### config.mk
export PLATFORM = sky130hd
export DESIGN_NAME = tdm_nco_sequencer
export DESIGN_NICKNAME = d
export VERILOG_FILES = /design/src/rtl/synth_pkg.sv /design/src/rtl/tdm_nco_sequencer_regfile.sv /design/src/rtl/tdm_nco_sequencer.sv
export SDC_FILE = /design/constraint.sdc
export NUM_CORES = 1
export LEC_CHECK = 0
export CAP_MARGIN = 20
export CORE_MARGIN = 1.5
export CORE_UTILIZATION = 30
export CTS_CLUSTER_DIAMETER = 30
export DETAILED_ROUTE_END_ITERATION = 10
export SLEW_MARGIN = 10
export SYNTH_ARGS = -nofsm -noshare
export SYNTH_HDL_FRONTEND = slang
export SYNTH_HIERARCHICAL = 1
export SYNTH_SLANG_ARGS = --single-unit
### constraint.sdc
create_clock -name sys_clk -period 10.86 [get_ports sys_clk]
set_input_delay 1.086 -clock sys_clk [delete_from_list [all_inputs] [get_ports sys_clk]]
set_output_delay 1.086 -clock sys_clk [all_outputs]
set_load 0.1 [all_outputs]
### src/rtl/synth_pkg.sv
// Shared constants and types for the TDM synthesiser voice path.
package synth_pkg;

    localparam int VOICES_DEF      = 4;
    localparam int VOICES_BITS_DEF = 2;
    localparam int PHASE_W_DEF     = 24;
    localparam int ADDR_W_DEF      = 8;

    typedef enum logic {
        ST_IDLE  = 1'b0,
        ST_SWEEP = 1'b1
    } seq_state_e;

    localparam logic [1:0] WAVE_SIN = 2'd0;
    localparam logic [1:0] WAVE_TRI = 2'd1;
    localparam logic [1:0] WAVE_SQR = 2'd2;
    localparam logic [1:0] WAVE_SAW = 2'd3;

endpackage

### src/rtl/tdm_nco_sequencer_regfile.sv
// Per-voice phase / tuning word / enable storage with sweep and config ports.
module tdm_phase_regfile
    import synth_pkg::*;
#(
    parameter int VOICES      = VOICES_DEF,
    parameter int VOICES_BITS = VOICES_BITS_DEF,
    parameter int PHASE_W     = PHASE_W_DEF
) (
    input  logic                   clk_i,
    input  logic                   rst_n_i,
    input  logic [VOICES_BITS-1:0] rd_slot_i,
    output logic [PHASE_W-1:0]     rd_phase_o,
    output logic [PHASE_W-1:0]     rd_tw_o,
    output logic                   rd_en_o,
    input  logic                   wr_en_i,
    input  logic [VOICES_BITS-1:0] wr_slot_i,
    input  logic [PHASE_W-1:0]     wr_phase_i,
    input  logic                   cfg_we_i,
    input  logic [VOICES_BITS-1:0] cfg_chan_i,
    input  logic [PHASE_W-1:0]     cfg_tw_i,
    input  logic                   cfg_en_i,
    input  logic                   cfg_phase_rst_i
);

    logic [PHASE_W-1:0] phase_q [VOICES];
    logic [PHASE_W-1:0] phase_d [VOICES];
    logic [PHASE_W-1:0] tw_q    [VOICES];
    logic [PHASE_W-1:0] tw_d    [VOICES];
    logic               en_q    [VOICES];
    logic               en_d    [VOICES];

    // Reads see the pre-edge values, so a colliding config write only lands after the read.
    assign rd_phase_o = phase_q[rd_slot_i];
    assign rd_tw_o    = tw_q[rd_slot_i];
    assign rd_en_o    = en_q[rd_slot_i];

    // Next-state per voice: a phase clear from config beats the sweep accumulate.
    always_comb begin
        for (int v = 0; v < VOICES; v++) begin
            phase_d[v] = phase_q[v];
            tw_d[v]    = tw_q[v];
            en_d[v]    = en_q[v];
            if (cfg_we_i && (cfg_chan_i == VOICES_BITS'(v))) begin
                tw_d[v] = cfg_tw_i;
                en_d[v] = cfg_en_i;
            end else begin
                tw_d[v] = tw_q[v];
                en_d[v] = en_q[v];
            end
            if (cfg_we_i && cfg_phase_rst_i && (cfg_chan_i == VOICES_BITS'(v))) begin
                phase_d[v] = {PHASE_W{1'b0}};
            end else if (wr_en_i && (wr_slot_i == VOICES_BITS'(v))) begin
                phase_d[v] = wr_phase_i;
            end else begin
                phase_d[v] = phase_q[v];
            end
        end
    end

    // Storage registers.
    always_ff @(posedge clk_i or negedge rst_n_i) begin
        if (!rst_n_i) begin
            for (int v = 0; v < VOICES; v++) begin
                phase_q[v] <= {PHASE_W{1'b0}};
                tw_q[v]    <= {PHASE_W{1'b0}};
                en_q[v]    <= 1'b0;
            end
        end else begin
            for (int v = 0; v < VOICES; v++) begin
                phase_q[v] <= phase_d[v];
                tw_q[v]    <= tw_d[v];
                en_q[v]    <= en_d[v];
            end
        end
    end

endmodule

### src/rtl/tdm_nco_sequencer.sv
// Sweeps every voice once per sample tick, emitting wavetable addresses in TDM slots.
module tdm_nco_sequencer
    import synth_pkg::*;
#(
    parameter int VOICES      = VOICES_DEF,
    parameter int VOICES_BITS = VOICES_BITS_DEF,
    parameter int PHASE_W     = PHASE_W_DEF,
    parameter int ADDR_W      = ADDR_W_DEF
) (
    input  logic                   sys_clk,
    input  logic                   sys_rst_n,
    input  logic                   tick,
    input  logic                   cfg_we,
    input  logic [VOICES_BITS-1:0] cfg_chan,
    input  logic [PHASE_W-1:0]     cfg_tw,
    input  logic                   cfg_en,
    input  logic                   cfg_phase_rst,
    output logic [ADDR_W-1:0]      nco_addr_out,
    output logic                   chan_en_out,
    output logic [VOICES_BITS-1:0] chan_num_out,
    output logic                   addr_valid,
    output logic                   frame_done,
    output logic                   overrun
);

    localparam logic [VOICES_BITS-1:0] LAST_SLOT = VOICES_BITS'(VOICES - 1);
    localparam logic [VOICES_BITS-1:0] SLOT_ONE  = {{(VOICES_BITS-1){1'b0}}, 1'b1};

    seq_state_e             state_q, state_d;
    logic [VOICES_BITS-1:0] slot_q, slot_d;
    logic [ADDR_W-1:0]      addr_q, addr_d;
    logic                   chan_en_q, chan_en_d;
    logic [VOICES_BITS-1:0] chan_num_q, chan_num_d;
    logic                   valid_q, valid_d;
    logic                   frame_done_q, frame_done_d;
    logic                   overrun_q, overrun_d;

    logic [PHASE_W-1:0]     rd_phase_s;
    logic [PHASE_W-1:0]     rd_tw_s;
    logic                   rd_en_s;
    logic                   sweep_we_s;
    logic [PHASE_W-1:0]     sweep_phase_s;

    assign sweep_phase_s = rd_phase_s + rd_tw_s;

    tdm_phase_regfile #(
        .VOICES      (VOICES),
        .VOICES_BITS (VOICES_BITS),
        .PHASE_W     (PHASE_W)
    ) u_regfile (
        .clk_i           (sys_clk),
        .rst_n_i         (sys_rst_n),
        .rd_slot_i       (slot_q),
        .rd_phase_o      (rd_phase_s),
        .rd_tw_o         (rd_tw_s),
        .rd_en_o         (rd_en_s),
        .wr_en_i         (sweep_we_s),
        .wr_slot_i       (slot_q),
        .wr_phase_i      (sweep_phase_s),
        .cfg_we_i        (cfg_we),
        .cfg_chan_i      (cfg_chan),
        .cfg_tw_i        (cfg_tw),
        .cfg_en_i        (cfg_en),
        .cfg_phase_rst_i (cfg_phase_rst)
    );

    // Sweep FSM: next state, slot counter, output register inputs and overrun.
    always_comb begin
        state_d      = state_q;
        slot_d       = slot_q;
        addr_d       = addr_q;
        chan_en_d    = chan_en_q;
        chan_num_d   = chan_num_q;
        valid_d      = 1'b0;
        frame_done_d = 1'b0;
        overrun_d    = overrun_q;
        sweep_we_s   = 1'b0;
        case (state_q)
            ST_IDLE: begin
                if (tick) begin
                    state_d = ST_SWEEP;
                    slot_d  = {VOICES_BITS{1'b0}};
                end else begin
                    state_d = ST_IDLE;
                end
            end
            ST_SWEEP: begin
                addr_d       = rd_phase_s[PHASE_W-1 -: ADDR_W];
                chan_en_d    = rd_en_s;
                chan_num_d   = slot_q;
                valid_d      = 1'b1;
                frame_done_d = (slot_q == LAST_SLOT);
                sweep_we_s   = rd_en_s;
                if (slot_q == LAST_SLOT) begin
                    state_d = ST_IDLE;
                    slot_d  = {VOICES_BITS{1'b0}};
                end else begin
                    slot_d  = slot_q + SLOT_ONE;
                end
                // A tick during a sweep is dropped, but remembered until reset.
                if (tick) begin
                    overrun_d = 1'b1;
                end else begin
                    overrun_d = overrun_q;
                end
            end
            default: begin
                state_d = ST_IDLE;
                slot_d  = {VOICES_BITS{1'b0}};
            end
        endcase
    end

    // State and registered outputs.
    always_ff @(posedge sys_clk or negedge sys_rst_n) begin
        if (!sys_rst_n) begin
            state_q      <= ST_IDLE;
            slot_q       <= {VOICES_BITS{1'b0}};
            addr_q       <= {ADDR_W{1'b0}};
            chan_en_q    <= 1'b0;
            chan_num_q   <= {VOICES_BITS{1'b0}};
            valid_q      <= 1'b0;
            frame_done_q <= 1'b0;
            overrun_q    <= 1'b0;
        end else begin
            state_q      <= state_d;
            slot_q       <= slot_d;
            addr_q       <= addr_d;
            chan_en_q    <= chan_en_d;
            chan_num_q   <= chan_num_d;
            valid_q      <= valid_d;
            frame_done_q <= frame_done_d;
            overrun_q    <= overrun_d;
        end
    end

    assign nco_addr_out = addr_q;
    assign chan_en_out  = chan_en_q;
    assign chan_num_out = chan_num_q;
    assign addr_valid   = valid_q;
    assign frame_done   = frame_done_q;
    assign overrun      = overrun_q;

endmodule

### Word-level counts from Yosys, hierarchy flattened

Cells that the tools add are included.

| operators by class | value |
|---|---|
| shift operators | 0 |
| order comparisons | 1 |
| bitwise gates (word level) | 2 |
| mux-type cells | 26 |
| equal/unequal tests | 7 |
| divide/modulo/power cells | 0 |
| multiply operators | 0 |
| $add $sub $neg | 2 |
| reduce and logical (&&, ||, !) cells | 20 |

Operators with widths:

| cell | count |
|---|---|
| two-way mux 24 bit | 12 |
| binary-select mux 24 bit (select 2 bit) | 2 |
| adder 24 bit | 1 |
| logical AND 1 bit | 13 |
| == test 2 bit (second input constant) | 4 |
| nonzero test 2 bit | 4 |
| two-way mux 1 bit | 7 |
| == test 2 x 1 -> 1 bit (second input constant) | 2 |
| logical NOT 2 bit | 2 |
| two-way mux 2 bit | 2 |
| one-hot mux 2 bit (2 select lines) | 1 |
| >= comparator 3 bit (second input constant) | 1 |
| inverter 2 -> 3 bit | 1 |
| adder 2 x 1 -> 2 bit (second input constant) | 1 |
| binary-select mux 1 bit (select 2 bit) | 1 |
| != test 2 bit (second input constant) | 1 |
| one-hot mux 1 bit (2 select lines) | 1 |
| AND reduction 2 bit | 1 |
| inverter 1 bit | 1 |

| word-level totals | value |
|---|---|
| bits in latches | 0 |
| memory bits (read-only) | 0 |
| logic and storage cells | 78 |
| output and inout port bits | 14 |
| register bits | 213 |
| RAM bits | 0 |
| memories | 0 |

### Depth between registers and ports, before layout

| depth | value |
|---|---|
| depth after elaboration | 8 |
| depth in mapped cells | 15 |
| mapped depth without buffers | 12 |

### Cells and area by module

Netlist, hierarchy kept.

By module, submodules not included:

| module | instances | sequential area each (um^2) | cells an instance | area an instance (um^2) |
|---|---|---|---|---|
| tdm_phase_regfile | 1 | 4,904.7 | 701 | 8,733.4 |
| tdm_nco_sequencer | 1 | 425.4 | 204 | 1,830.5 |

### Worst setup path after synthesis

OpenSTA, ideal clock, no wires.

| timing | value |
|---|---|
| path kind | reg-to-reg |
| from | reg slot_q[0] |
| to | reg u_regfile/phase_q[94] in the netlist's numbering |
| setup slack | 7.211 ns |
| arrival | 3.571 ns |
| setup time | 0.078 ns |
| stages on the path, launching flop included | 15 |
| cell sequence | dfrtp_1 -> clkbuf_1 -> buf_2 -> mux4_2 -> ha_1 -> fa_1 -> a21oi_1 -> o22ai_1 -> o211ai_2 -> a21oi_1 -> o31a_1 -> a221oi_2 -> xnor2_1 -> nand2_1 -> a21oi_1 |

| between the ends | value |
|---|---|
| word-level cells in the longest chain between the ends | 7 |
| elaborated cells between the ends (all ways) | 17 |
| those cells by class | add/sub (1); mux (12); bitwise (1); reduce/logical (3) |

Ends and longest elaborated chain:

| item | line | text |
|---|---|---|
| start: declaration | tdm_nco_sequencer.sv:30 | `logic [VOICES_BITS-1:0] slot_q, slot_d;` |
| start signal: assignment | tdm_nco_sequencer.sv:118 | `slot_q <= {VOICES_BITS{1'b0}};` |
| start signal: assignment | tdm_nco_sequencer.sv:127 | `slot_q <= slot_d;` |
| inverter 2 -> 3 bit (not written as such) | tdm_nco_sequencer_regfile.sv:34 | `assign rd_tw_o = tw_q[rd_slot_i];` |
| binary-select mux 24 bit (select 2 bit) | tdm_nco_sequencer_regfile.sv:34 |  |
| two-way mux 24 bit (not written as such) (2 in series) | tdm_nco_sequencer_regfile.sv:34 |  |
| named net rd_tw_s[0] | tdm_nco_sequencer.sv:39 | `logic [PHASE_W-1:0] rd_tw_s;` |
| adder 24 bit | tdm_nco_sequencer.sv:44 | `assign sweep_phase_s = rd_phase_s + rd_tw_s;` |
| named net sweep_phase_s[22] | tdm_nco_sequencer.sv:42 | `logic [PHASE_W-1:0] sweep_phase_s;` |
| two-way mux 24 bit | tdm_nco_sequencer_regfile.sv:52 | `end else if (wr_en_i && (wr_slot_i == VOICES_BITS'(v))) begin` |
| two-way mux 24 bit | tdm_nco_sequencer_regfile.sv:50 | `if (cfg_we_i && cfg_phase_rst_i && (cfg_chan_i == VOICES_BITS'(v))) begin` |
| end signal: indexed assignment | tdm_nco_sequencer_regfile.sv:64 | `phase_q[v] <= {PHASE_W{1'b0}};` |
| end signal: indexed assignment | tdm_nco_sequencer_regfile.sv:70 | `phase_q[v] <= phase_d[v];` |
| end: declaration | tdm_nco_sequencer_regfile.sv:25 | `logic [PHASE_W-1:0] phase_q [VOICES];` |

The timed path passes the listed nets, and every way through them passes these cells. The select of a mux whose other input is x is not followed.
A chain may end at the register's enable or synchronous reset.

### Final worst setup path

| timing | value |
|---|---|
| from | reg slot_q[0] |
| to | reg u_regfile/phase_q[94] in the netlist's numbering |

| between the ends | value |
|---|---|
| word-level cells in the longest chain between the ends | 7 |
| elaborated cells between the ends (all ways) | 17 |
| those cells by class | add/sub (1); mux (12); bitwise (1); reduce/logical (3) |

Ends and longest elaborated chain:

| item | line | text |
|---|---|---|
| inverter 2 -> 3 bit (not written as such) | tdm_nco_sequencer_regfile.sv:33 | `assign rd_phase_o = phase_q[rd_slot_i];` |
| binary-select mux 24 bit (select 2 bit) | tdm_nco_sequencer_regfile.sv:33 |  |
| two-way mux 24 bit (not written as such) (2 in series) | tdm_nco_sequencer_regfile.sv:33 |  |
| named net rd_phase_s[0] | tdm_nco_sequencer.sv:38 | `logic [PHASE_W-1:0] rd_phase_s;` |
| adder 24 bit | tdm_nco_sequencer.sv:44 |  |
| named net sweep_phase_s[22] | tdm_nco_sequencer.sv:42 |  |
| two-way mux 24 bit | tdm_nco_sequencer_regfile.sv:52 |  |
| two-way mux 24 bit | tdm_nco_sequencer_regfile.sv:50 |  |

The timed path passes the listed nets, and every way through them passes these cells. The select of a mux whose other input is x is not followed.

==> metrics.md <==
| Metric | Value |
|---|---|
| Status | `complete, no violations` |
| Die area | `0.0363 mm2` |
| Post-synthesis cell area | `0.0106 mm2` |
| Hold buffer count at cts | `0` |
| Drt drc | `0` |
| Final Power | `4900 uW` |
| Maxcap violations | `0` |
| Final-report max-slew violation count | `0` |
| Initial DRC Count | `449` |
| Largest net degree at the start of global routing | `94` |
| Rows | `68` |
| Setup crit start kind | `register` |
| Critical path capture point type | `register` |
| DRT Wirelength | `26700 um` |
| Total negative slack | `0 ns` |
| Fmax | `0.220 GHz` |
| H-tree depth | `2` |
| Fillers | `3281` |
| GP Congestion | `0.835` |
| I/O Buffers | `45` |
| WL/cell | `18.4 um` |
| Seq/Total Area, Yosys | `50.5%` |
| Initial antenna violation count | `0` |
| Pre-CTS setup slack | `6.25 ns` |
| CP peak stage delay | `0.70 ns` |
| Worst-path maximum fanout | `39` |
| Die width | `191 um` |
| Most used cell, CP | `a21oi_1` |
| Critical Path, Cell by Cell | `buf_4 -> mux4_2 -> ha_1 -> fa_1 -> a21oi_1 -> o22ai_1 -> o211ai_2 -> a21oi_1 -> o31a_1 -> a221oi_2 -> xnor2_1 -> nand2_1 -> a21oi_1` |
| Class of the worst hold path | `reg -> reg` |
| DRT antenna net count | `0` |
| Asr flop ratio synth | `100%` |
| Cells after Synth | `905` |
| Cell area after layout | `0.0130 mm2` |
| # IOs | `46` |
| Final worst slack | `6.31 ns` |
| TritonCTS Buffers | `44` |
| Hold Fails Final Rpt | `0` |
| CP Data Arrival Time | `4.99 ns` |
| Unrepaired setup endpoints after global routing | `false` |
| Synthesized flop and latch total | `213` |
| Peak supply drop | `0.000154 V` |
| Via density | `5.07` |
| Most frequent cells in the layout | `dfrtp_1, nand2_1, a21oi_1` |
| Worst path slowest cell | `dfrtp_4` |
| Core outline area | `0.0346 mm2` |
| Post-synth EDFFs | `0` |
| Detailed-route via count | `7333` |
| WP data required | `11.30 ns` |
| Vias in the first global route | `7729` |
| Post-layout min period | `4.55 ns` |
| Clk root buf | `clkbuf_16` |
| Die height | `191 um` |
| Relative slew slack | `34.3%` |
| Pwr Density | `376 mW/mm2` |
| Share of cells above drive strength 1 | `27.1%` |
| Worst-case clock buffer depth | `3` |
| Ys flop type | `dfrtp_1` |
| Commonest non-fill, non-tap cell in the layout | `dfrtp_1` |
| Cell variety after synth | `58` |
| Lkg Pwr | `0.00556 uW` |
| Starting density of the core | `30.5%` |
| Area Growth Syn to Fin | `23.5%` |
| Post-DP HPWL | `16000 um` |
| First-pass iteration count of the detailed router | `6` |
| CTS clock-pin slew for the worst setup and hold paths | `0.05 ns` |
| Nets | `1014` |
| First-pass GRT wire length | `42900 um` |
| Post-CTS setup buffer count | `0` |
| GRT overflow | `0` |
| PostCTS Resize Cnt | `0` |
| Clock Skew | `0.0192 ns` |
| GRT Overall Usage | `15.1%` |
| Worst-Margin Slew | `0.982 ns` |
| # setup viols final | `0` |
| Avg Cell Area, Syn | `11.7 um2` |
| Crit Path Class | `reg -> reg` |
| Antenna fix cells | `0` |
| Fin crit share | `41.9%` |
| CTS tree | `yes` |
| Post-Synthesis Net Count | `962` |
| Sink Count | `213` |
| Clk Latency, worst-skew pair | `0.52 ns` |
| Total number of yosys warnings | `6` |
| DP Area | `0.0114 mm2` |
[critical path: cells and delay by family, from the launching register on]
family	cells	cell delay, ns
muxes	1	0.59
and+or+nand+nor	1	0.09
adders and majority gates	2	0.68
AOI/OAI and AO/OA	7	1.47
buffers and inverters	1	0.68
DFF	1	0.70
xor gates and xnor gates	1	0.23
[final timing paths]
| kind | startpoint | end | slack [ns] | depth (start not counted) |
|---|---|---|---|---|
| setup / recovery | slot_q[0] | u_regfile/phase_q[94] | 6.31 | 13 |
| max in group asynchronous | sys_rst_n | slot_q[0] | 8.90 | 2 |
| hold / removal | overrun | overrun | 0.45 | 1 |
| min in group asynchronous | sys_rst_n | u_regfile/tw_q[74] | 0.58 | 1 |
| hold reg to reg | overrun | overrun | 0.45 | 1 |
| setup reg to reg | slot_q[0] | u_regfile/phase_q[94] | 6.31 | 13 |
[routing by layer]
metal / GRT usage (%) / up-vias / wire (um)
li1: - / 3340 / -
met3: 2.63 / 69 / 1120
met1: 18.8 / 3733 / 11200
met5: 0 / - / 0
met2: 26.1 / 191 / 13600
met4: 5.45 / 0 / 782
[stage by stage]
| stage | hold slack (ns) | std cells | utilization, % |
|---|---|---|---|
| floorplan | 0.352 | 905 | - |
| global placement | 0.455 | 1366 | 33.1 |
| detailed placement | 0.450 | 1366 | 33.1 |
| CTS | 0.460 | 1446 | 37.7 |
| global route | 0.470 | 1446 | 37.7 |
| finish | 0.453 | 1446 | 37.7 |
[state kept, by name (all words and copies together) (netlist names)]
| signal | count |
|---|---|
| addr_valid | 1 |
| chan_en_out | 1 |
| chan_num_out | 2 |
| frame_done | 1 |
| nco_addr_out | 8 |
| overrun | 1 |
| slot_q | 2 |
| state_q | 1 |
| u_regfile/en_q | 4 |
| u_regfile/phase_q | 96 |
| u_regfile/tw_q | 96 |
[report_power, final]
group | switching [uW] | internal, uW
Clock | 428 | 985
Sequential | 147 | 1040
Combinational | 1380 | 923
Total | 1950 | 2950
[area by class of cell]
class | count | area, um2 | share of cell area [%]
flip-flops and latches | 213 | 5340 | 40.9
repair buffers | 62 | 583 | 4.47
clock buffers | 59 | 1270 | 9.74
inverters | 5 | 18.8 | 0.144
well taps | 455 | 569 | 4.37
clock inverters | 21 | 323 | 2.48
multi-input cells | 631 | 4940 | 37.9
[cells in the mapped netlist (all sizes together) (5+ instances only)]
| cell type | instances | area (um2) |
|---|---|---|
| a21o | 9 | 67.6 |
| xor2 | 6 | 52.6 |
| o21ai | 9 | 48.8 |
| mux2 | 111 | 1250 |
| nor3 | 7 | 40.0 |
| buf | 38 | 204 |
| and3 | 5 | 31.3 |
| a21oi | 118 | 594 |
| inv | 5 | 18.8 |
| ha | 24 | 300 |
| nand2 | 210 | 788 |
| nor2 | 15 | 56.3 |
| xnor2 | 13 | 114 |
| dfrtp | 213 | 5330 |
| clkbuf | 18 | 68.8 |
| mux4 | 49 | 1100 |
[cell families after synthesis]
logic type | synth area share [%]
mux | 22.4
flops | 50.5
simple gates | 10.9
fa+ha+maj | 3.03
xor+xnor | 1.58
buf+inv | 2.76
compound gates | 8.88
Note: power is estimated with default switching activity, not from simulation.
